**src/rtl/divisor_scheduler.sv**
```systemverilog
// Issue stage for an iterative divider: queues operand pairs, launches one division at a
// time, short-circuits zero denominators and aborts hung divisions with a watchdog.
module divisor_scheduler #(
  parameter int size    = 32,
  parameter int DEPTH   = 4,
  parameter int TIMEOUT = 255
) (
  input  logic            CLK,
  input  logic            RST,
  input  logic            In_Valid,
  output logic            In_Ready,
  input  logic [size-1:0] In_Num,
  input  logic [size-1:0] In_Den,
  output logic            Start,
  output logic [size-1:0] Num,
  output logic [size-1:0] Den,
  input  logic [size-1:0] Coc,
  input  logic [size-1:0] Res,
  input  logic            Done,
  output logic            Out_Valid,
  input  logic            Out_Ready,
  output logic [size-1:0] Out_Coc,
  output logic [size-1:0] Out_Res,
  output logic [1:0]      Out_Status
);

  localparam int AW  = $clog2(DEPTH);
  localparam int WDW = $clog2(TIMEOUT + 1);
  localparam logic [AW:0]    FULL_CNT = (AW + 1)'(DEPTH);
  localparam logic [WDW-1:0] WD_LAST  = WDW'(TIMEOUT - 1);

  typedef enum logic [1:0] {IDLE, ISSUE, WAIT, HOLD} state_t;

  state_t          state, state_nxt;
  logic [size-1:0] fifo_num [DEPTH];
  logic [size-1:0] fifo_den [DEPTH];
  logic [AW-1:0]   wr_ptr, rd_ptr;
  logic [AW:0]     count;
  logic [WDW-1:0]  wd;
  logic            push, pop, head_zero, wd_expired;

  // Ready comes from the registered count so a same-cycle pop cannot reopen a full queue.
  assign In_Ready   = (count != FULL_CNT);
  assign push       = In_Valid && In_Ready;
  assign pop        = (state == IDLE) && (count != '0);
  assign head_zero  = (fifo_den[rd_ptr] == '0);
  assign wd_expired = (wd == WD_LAST);
  assign Start      = (state == ISSUE);
  assign Out_Valid  = (state == HOLD);

  always_ff @(posedge CLK) begin
    if (push) begin
      fifo_num[wr_ptr] <= In_Num;
      fifo_den[wr_ptr] <= In_Den;
    end
  end

  always_ff @(posedge CLK) begin
    if (RST) begin
      wr_ptr <= '0;
      rd_ptr <= '0;
      count  <= '0;
      state  <= IDLE;
    end else begin
      if (push) wr_ptr <= wr_ptr + 1'b1;
      if (pop)  rd_ptr <= rd_ptr + 1'b1;
      case ({push, pop})
        2'b10:   count <= count + 1'b1;
        2'b01:   count <= count - 1'b1;
        default: ;
      endcase
      state <= state_nxt;
    end
  end

  always_comb begin
    state_nxt = state;
    case (state)
      IDLE:    if (pop) state_nxt = head_zero ? HOLD : ISSUE;
      ISSUE:   state_nxt = WAIT;
      WAIT:    if (Done || wd_expired) state_nxt = HOLD;
      HOLD:    if (Out_Ready) state_nxt = IDLE;
      default: state_nxt = IDLE;
    endcase
  end

  // Operand/result registers; Done is checked before the watchdog so it wins a tie.
  always_ff @(posedge CLK) begin
    if (RST) begin
      Num        <= '0;
      Den        <= '0;
      Out_Coc    <= '0;
      Out_Res    <= '0;
      Out_Status <= 2'b00;
      wd         <= '0;
    end else begin
      case (state)
        IDLE: if (pop) begin
          Num <= fifo_num[rd_ptr];
          Den <= fifo_den[rd_ptr];
          if (head_zero) begin
            Out_Coc    <= '1;
            Out_Res    <= fifo_num[rd_ptr];
            Out_Status <= 2'b01;
          end
        end
        ISSUE: wd <= '0;
        WAIT: begin
          if (Done) begin
            Out_Coc    <= Coc;
            Out_Res    <= Res;
            Out_Status <= 2'b00;
          end else if (wd_expired) begin
            Out_Coc    <= '0;
            Out_Res    <= '0;
            Out_Status <= 2'b10;
          end else begin
            wd <= wd + 1'b1;
          end
        end
        default: ;
      endcase
    end
  end

endmodule

```
**config.mk**
```make
export PLATFORM = sky130hd
export DESIGN_NAME = divisor_scheduler
export DESIGN_NICKNAME = d
export VERILOG_FILES = /design/src/rtl/divisor_scheduler.sv
export SDC_FILE = /design/constraint.sdc
export NUM_CORES = 1
export LEC_CHECK = 0
export BUFFER_PORTS_ARGS = -buffer_cell sky130_fd_sc_hd__buf_2
export CORE_MARGIN = 1
export CORE_UTILIZATION = 30
export CTS_CLUSTER_DIAMETER = 120
export CTS_CLUSTER_SIZE = 28
export DETAILED_ROUTE_END_ITERATION = 7
export SYNTH_ARGS = -nofsm -noshare
export SYNTH_HDL_FRONTEND = slang
export SYNTH_SLANG_ARGS = --single-unit
```
**constraint.sdc**
```tcl
create_clock -name CLK -period 5 [get_ports CLK]
set_input_delay 1.25 -clock CLK [delete_from_list [all_inputs] [get_ports CLK]]
set_output_delay 1.25 -clock CLK [all_outputs]
set_load 0.01 [all_outputs]
```
==> impl_results.html <==
<table>
<tr><th>Metric</th><th>Value</th></tr>
<tr><th colspan="2">Status</th></tr>
<tr><td>Outcome</td><td>finished clean</td></tr>
<tr><th colspan="2">Worst setup path</th></tr>
<tr><td>Type of the setup path with the least slack</td><td>flip-flop to flip-flop</td></tr>
<tr><td>Number of cell instances on the worst register-to-register path</td><td>7</td></tr>
<tr><td>Crit path required time</td><td>5.43 ns</td></tr>
<tr><td>R2R Path End</td><td>Out_Res[17]$_SDFFE_PP0P_</td></tr>
<tr><td>Critical Path Fanout Max</td><td>33</td></tr>
<tr><td>Worst endpoint data arrival time</td><td>4.13 ns</td></tr>
<tr><td>Worst setup slack for register-to-register paths</td><td>1.30 ns</td></tr>
<tr><td>Kind of end point of the critical path</td><td>flip-flop</td></tr>
<tr><td>Nature of the critical path startpoint</td><td>flip-flop</td></tr>
<tr><th colspan="2">Yosys</th></tr>
<tr><td>Count of state elements after synthesis</td><td>405</td></tr>
<tr><td>Flip-flop cell with the highest count after synthesis</td><td>edfxtp_1</td></tr>
<tr><td>Count of yosys warnings during synthesis</td><td>0</td></tr>
<tr><td>Total standard cell area after synthesis</td><td>16,300 µm²</td></tr>
<tr><td>Library cells used by synthesis</td><td>42</td></tr>
<tr><td>Synth async-reset ratio</td><td>0%</td></tr>
<tr><td>Mean post-synth cell area</td><td>13.1 µm²</td></tr>
<tr><td>Count of flip-flops with a built-in enable after synthesis</td><td>256</td></tr>
<tr><td>Sequential-to-total area share from yosys stat</td><td>65.3%</td></tr>
<tr><td>Post-Syn Instances</td><td>1,245</td></tr>
<tr><td>Post-Syn Nets</td><td>1,390</td></tr>
<tr><th colspan="2">Global routing</th></tr>
<tr><td>Global routing met2 resource utilization</td><td>26.0%</td></tr>
<tr><td>Global-route wire length before repair</td><td>66.5 mm</td></tr>
<tr><td>Highest-utilization routing layer at the global route stage</td><td>met2</td></tr>
<tr><td>Vias in the first global route</td><td>10.9k</td></tr>
<tr><td>Initial antenna violation count</td><td>10</td></tr>
<tr><td>Residual overflow from global routing</td><td>0</td></tr>
<tr><td>Pin count of the biggest net entering global routing</td><td>129</td></tr>
<tr><td>Met1 track demand over resource</td><td>20.4%</td></tr>
<tr><td>Met3 usage in global routing</td><td>3.06%</td></tr>
<tr><td>GRT Overall Usage</td><td>15.3%</td></tr>
<tr><th colspan="2">Placement</th></tr>
<tr><td>Final weighted congestion in routability-driven placement</td><td>0.774</td></tr>
<tr><td>Buffers added on ports</td><td>265</td></tr>
<tr><td>Dpl hpwl</td><td>27.6 mm</td></tr>
<tr><th colspan="2">Finish</th></tr>
<tr><td>Filler Cells Inserted</td><td>5,309</td></tr>
<tr><td>Area added between synthesis and finish</td><td>15.7%</td></tr>
<tr><td>Proportion of layout cells with a drive suffix above 1</td><td>26.6%</td></tr>
<tr><td># nets final</td><td>1,586</td></tr>
<tr><td>Total area of multi-input combinational cells</td><td>5220 µm²</td></tr>
<tr><td>Total area of sequential cells</td><td>10,700 µm²</td></tr>
<tr><th colspan="2">STA</th></tr>
<tr><td>Setup violators final</td><td>0</td></tr>
<tr><td>Relative slew margins</td><td>31.6%</td></tr>
<tr><td>Fmax achieved</td><td>270 MHz</td></tr>
<tr><td>RSZ-0062 raised after global routing</td><td>no</td></tr>
<tr><td>Max-slew violations</td><td>0</td></tr>
<tr><td>Share of the clock period used by the worst path after layout</td><td>74.1%</td></tr>
<tr><td>Setup_tns</td><td>0 ns</td></tr>
<tr><td>Final period demand of the worst path</td><td>3.70 ns</td></tr>
<tr><td>Actual transition at the worst max-transition pin</td><td>1.03 ns</td></tr>
<tr><td>Largest clock skew in the final design</td><td>0.0338 ns</td></tr>
<tr><td>Hold Worst Slack</td><td>0.458 ns</td></tr>
<tr><td>Hold violation count in the final report</td><td>0</td></tr>
<tr><th colspan="2">Clocking</th></tr>
<tr><td>Number of H-tree levels</td><td>1</td></tr>
<tr><td>Clock tree from TritonCTS</td><td>done</td></tr>
<tr><td>Clock root buffer master</td><td>clkbuf_16</td></tr>
<tr><td>Number of clock sinks</td><td>405</td></tr>
<tr><td>Hold-fix buffers, CTS</td><td>0</td></tr>
<tr><td>CTS Buf Count</td><td>18</td></tr>
<tr><td>Clk_lat worst skew</td><td>0.56 ns</td></tr>
<tr><td>Reg clk slew, reported paths</td><td>0.11 ns</td></tr>
<tr><td>Largest buffer count on any clock path</td><td>3</td></tr>
<tr><td>Post-cts repair resize count</td><td>0</td></tr>
<tr><td>Number of buffers inserted to repair setup after CTS</td><td>0</td></tr>
<tr><th colspan="2">Worst hold path</th></tr>
<tr><td>Worst hold path type</td><td>flip-flop to flip-flop</td></tr>
<tr><td>Worst Hold Endpoint</td><td>Num[3]$_SDFFE_PP0P_</td></tr>
<tr><td>Hold_sp</td><td>Num[3]$_SDFFE_PP0P_</td></tr>
<tr><td>Hold depth</td><td>2</td></tr>
<tr><th colspan="2">Routing</th></tr>
<tr><td>Routed wire length per instance</td><td>20.3 µm</td></tr>
<tr><td>Post-route DRC violation count</td><td>0</td></tr>
<tr><td>Routed WL</td><td>43.8 mm</td></tr>
<tr><td>DRT iter0 DRCs</td><td>858</td></tr>
<tr><td>Via-to-Cell Ratio</td><td>5.20</td></tr>
<tr><td>1st-pass router iterations</td><td>5</td></tr>
<tr><td>Via count of the routed design</td><td>11.2k</td></tr>
<tr><td>Post-DRT Antenna Nets</td><td>0</td></tr>
<tr><th colspan="2">Power</th></tr>
<tr><td>Power per cell area</td><td>490 nW/µm²</td></tr>
<tr><td>Max VDD drop</td><td>0.365 mV</td></tr>
<tr><td>Static Leakage</td><td>6.61 nW</td></tr>
<tr><th colspan="2">Flow run</th></tr>
<tr><td>Max-cap violations</td><td>0</td></tr>
<tr><th colspan="2">Floorplanning</th></tr>
<tr><td>Full die area</td><td>55,400 µm²</td></tr>
<tr><td>Count of pins on the block boundary</td><td>266</td></tr>
<tr><td>Initial Util</td><td>30.4%</td></tr>
<tr><td># rows</td><td>85</td></tr>
<tr><td>Floorplan Core Area</td><td>53,800 µm²</td></tr>
<tr><td>Die Wd</td><td>235 µm</td></tr>
<tr><td>Floorplan die height</td><td>235 µm</td></tr>
</table>
[where the power goes]
part | switching (mW) | leakage, nW | internal (mW)
logic | 1.95 | 2.78 | 1.10
clock network | 1.06 | 0.271 | 0.779
registers | 0.294 | 3.56 | 4.09
[Yosys cell counts, types with 4 or more instances]
master / n / share of area (%)
a31oi_1: 64 / 2.4
or3_1: 4 / 0.15
nor2_1: 21 / 0.48
a311o_1: 64 / 3.9
inv_1: 14 / 0.32
mux4_2: 64 / 8.8
edfxtp_1: 256 / 47
buf_1: 9 / 0.21
and3_1: 38 / 1.5
nand2_1: 136 / 3.1
buf_2: 10 / 0.31
nor4_1: 7 / 0.27
ha_1: 11 / 0.84
o21ai_0: 4 / 0.12
dfxtp_1: 149 / 18
a21oi_1: 137 / 4.2
xor2_1: 7 / 0.38
nand3_1: 69 / 2.1
clkbuf_1: 84 / 1.9
o21ai_1: 64 / 2.0
buf_4: 6 / 0.28
nand4_1: 4 / 0.15
[layer usage]
layer	wire [µm]	up-vias
li1	-	5197
met1	18900	5584
met2	21500	362
met3	2630	45
met4	741	12
met5	77	-
[through the flow]
step           power [mW]  utilization [%]  std cells  area (µm²)  worst slack (ns)
6_report             9.27             35.1       2154       18900              1.30
5_1_grt              9.80             35.1       2152       18900             0.953
4_1_cts              9.45             35.1       2149       18900              1.16
3_5_place_dp         7.57             34.1       2117       18300              1.20
3_3_place_gp         7.51             34.1       2117       18300              1.23
2_1_floorplan        6.40                -       1245       16300              1.78
[cell type report]
class	count	share of cell area, %
Sequential cell	405	56.5
Clock buffer	29	2.71
Tap cell	696	4.60
Clock inverter	3	0.291
Antenna cell	5	0.0662
Multi-Input combinational cell	715	27.6
Timing Repair Buffer	286	8.00
Inverter	15	0.298
[logic make-up (layout without fill, tap and decap cells)]
| group | after synthesis | after routing | share of synthesized area (%) |
|---|---|---|---|
| AOI/OAI and AO/OA | 345 | 345 | 13.3 |
| xor gates and xnor gates | 9 | 9 | 0.482 |
| adders and majority gates | 12 | 12 | 0.964 |
| buffers and inverters | 125 | 333 | 3.13 |
| DFF | 405 | 405 | 65.3 |
| muxes | 64 | 64 | 8.82 |
| other | 0 | 5 | 0 |
| and+or+nand+nor | 285 | 285 | 8.05 |
[sequential cells by signal (all words and copies together) (netlist names), named ones only]
name,count
Out_Coc,32
wd,8
count,3
wr_ptr,2
fifo_num,128
fifo_den,128
rd_ptr,2
Den,32
Num,32
Out_Status,2
Out_Res,32
state,2
[how the worst max path moves through the flow]
stage / start / end / slack [ns] / depth (start not counted)
finish: flip-flop / Out_Res[17]$_SDFFE_PP0P_ / 1.30 / 7
floorplan: In_Valid / fifo_den[0][0]$_DFFE_PP_ / 1.78 / 1
CTS: flip-flop / Out_Res[19]$_SDFFE_PP0P_ / 1.16 / 7
global route: flip-flop / Out_Res[17]$_SDFFE_PP0P_ / 0.95 / 7
detailed placement: flip-flop / Out_Res[16]$_SDFFE_PP0P_ / 1.20 / 7
global placement: flip-flop / Out_Res[29]$_SDFFE_PP0P_ / 1.23 / 7
[worst max-delay path, cell delays in order (launching register included)]
cell	delay, ns
dfxtp_4	0.80
mux4_2	0.60
nor4_1	0.38
nand4_1	0.37
o41ai_4	0.74
buf_4	0.37
a311o_1	0.21
o21ai_1	0.07
[cells in the final DEF, fill, tap and decap left out, types with 11 or more instances in the layout]
cell type | netlist | final
nor2_1 | 21 | 20
buf_2 | 10 | 263
mux4_2 | 64 | 64
nand2_1 | 136 | 136
clkbuf_16 | 0 | 19
a31oi_1 | 64 | 64
a21oi_1 | 137 | 137
inv_1 | 14 | 13
and3_1 | 38 | 34
a311o_1 | 64 | 64
ha_1 | 11 | 11
o21ai_1 | 64 | 64
nand3_1 | 69 | 69
dfxtp_1 | 149 | 147
edfxtp_1 | 256 | 256
buf_4 | 6 | 21
Note: power is estimated with default switching activity, not from simulation.
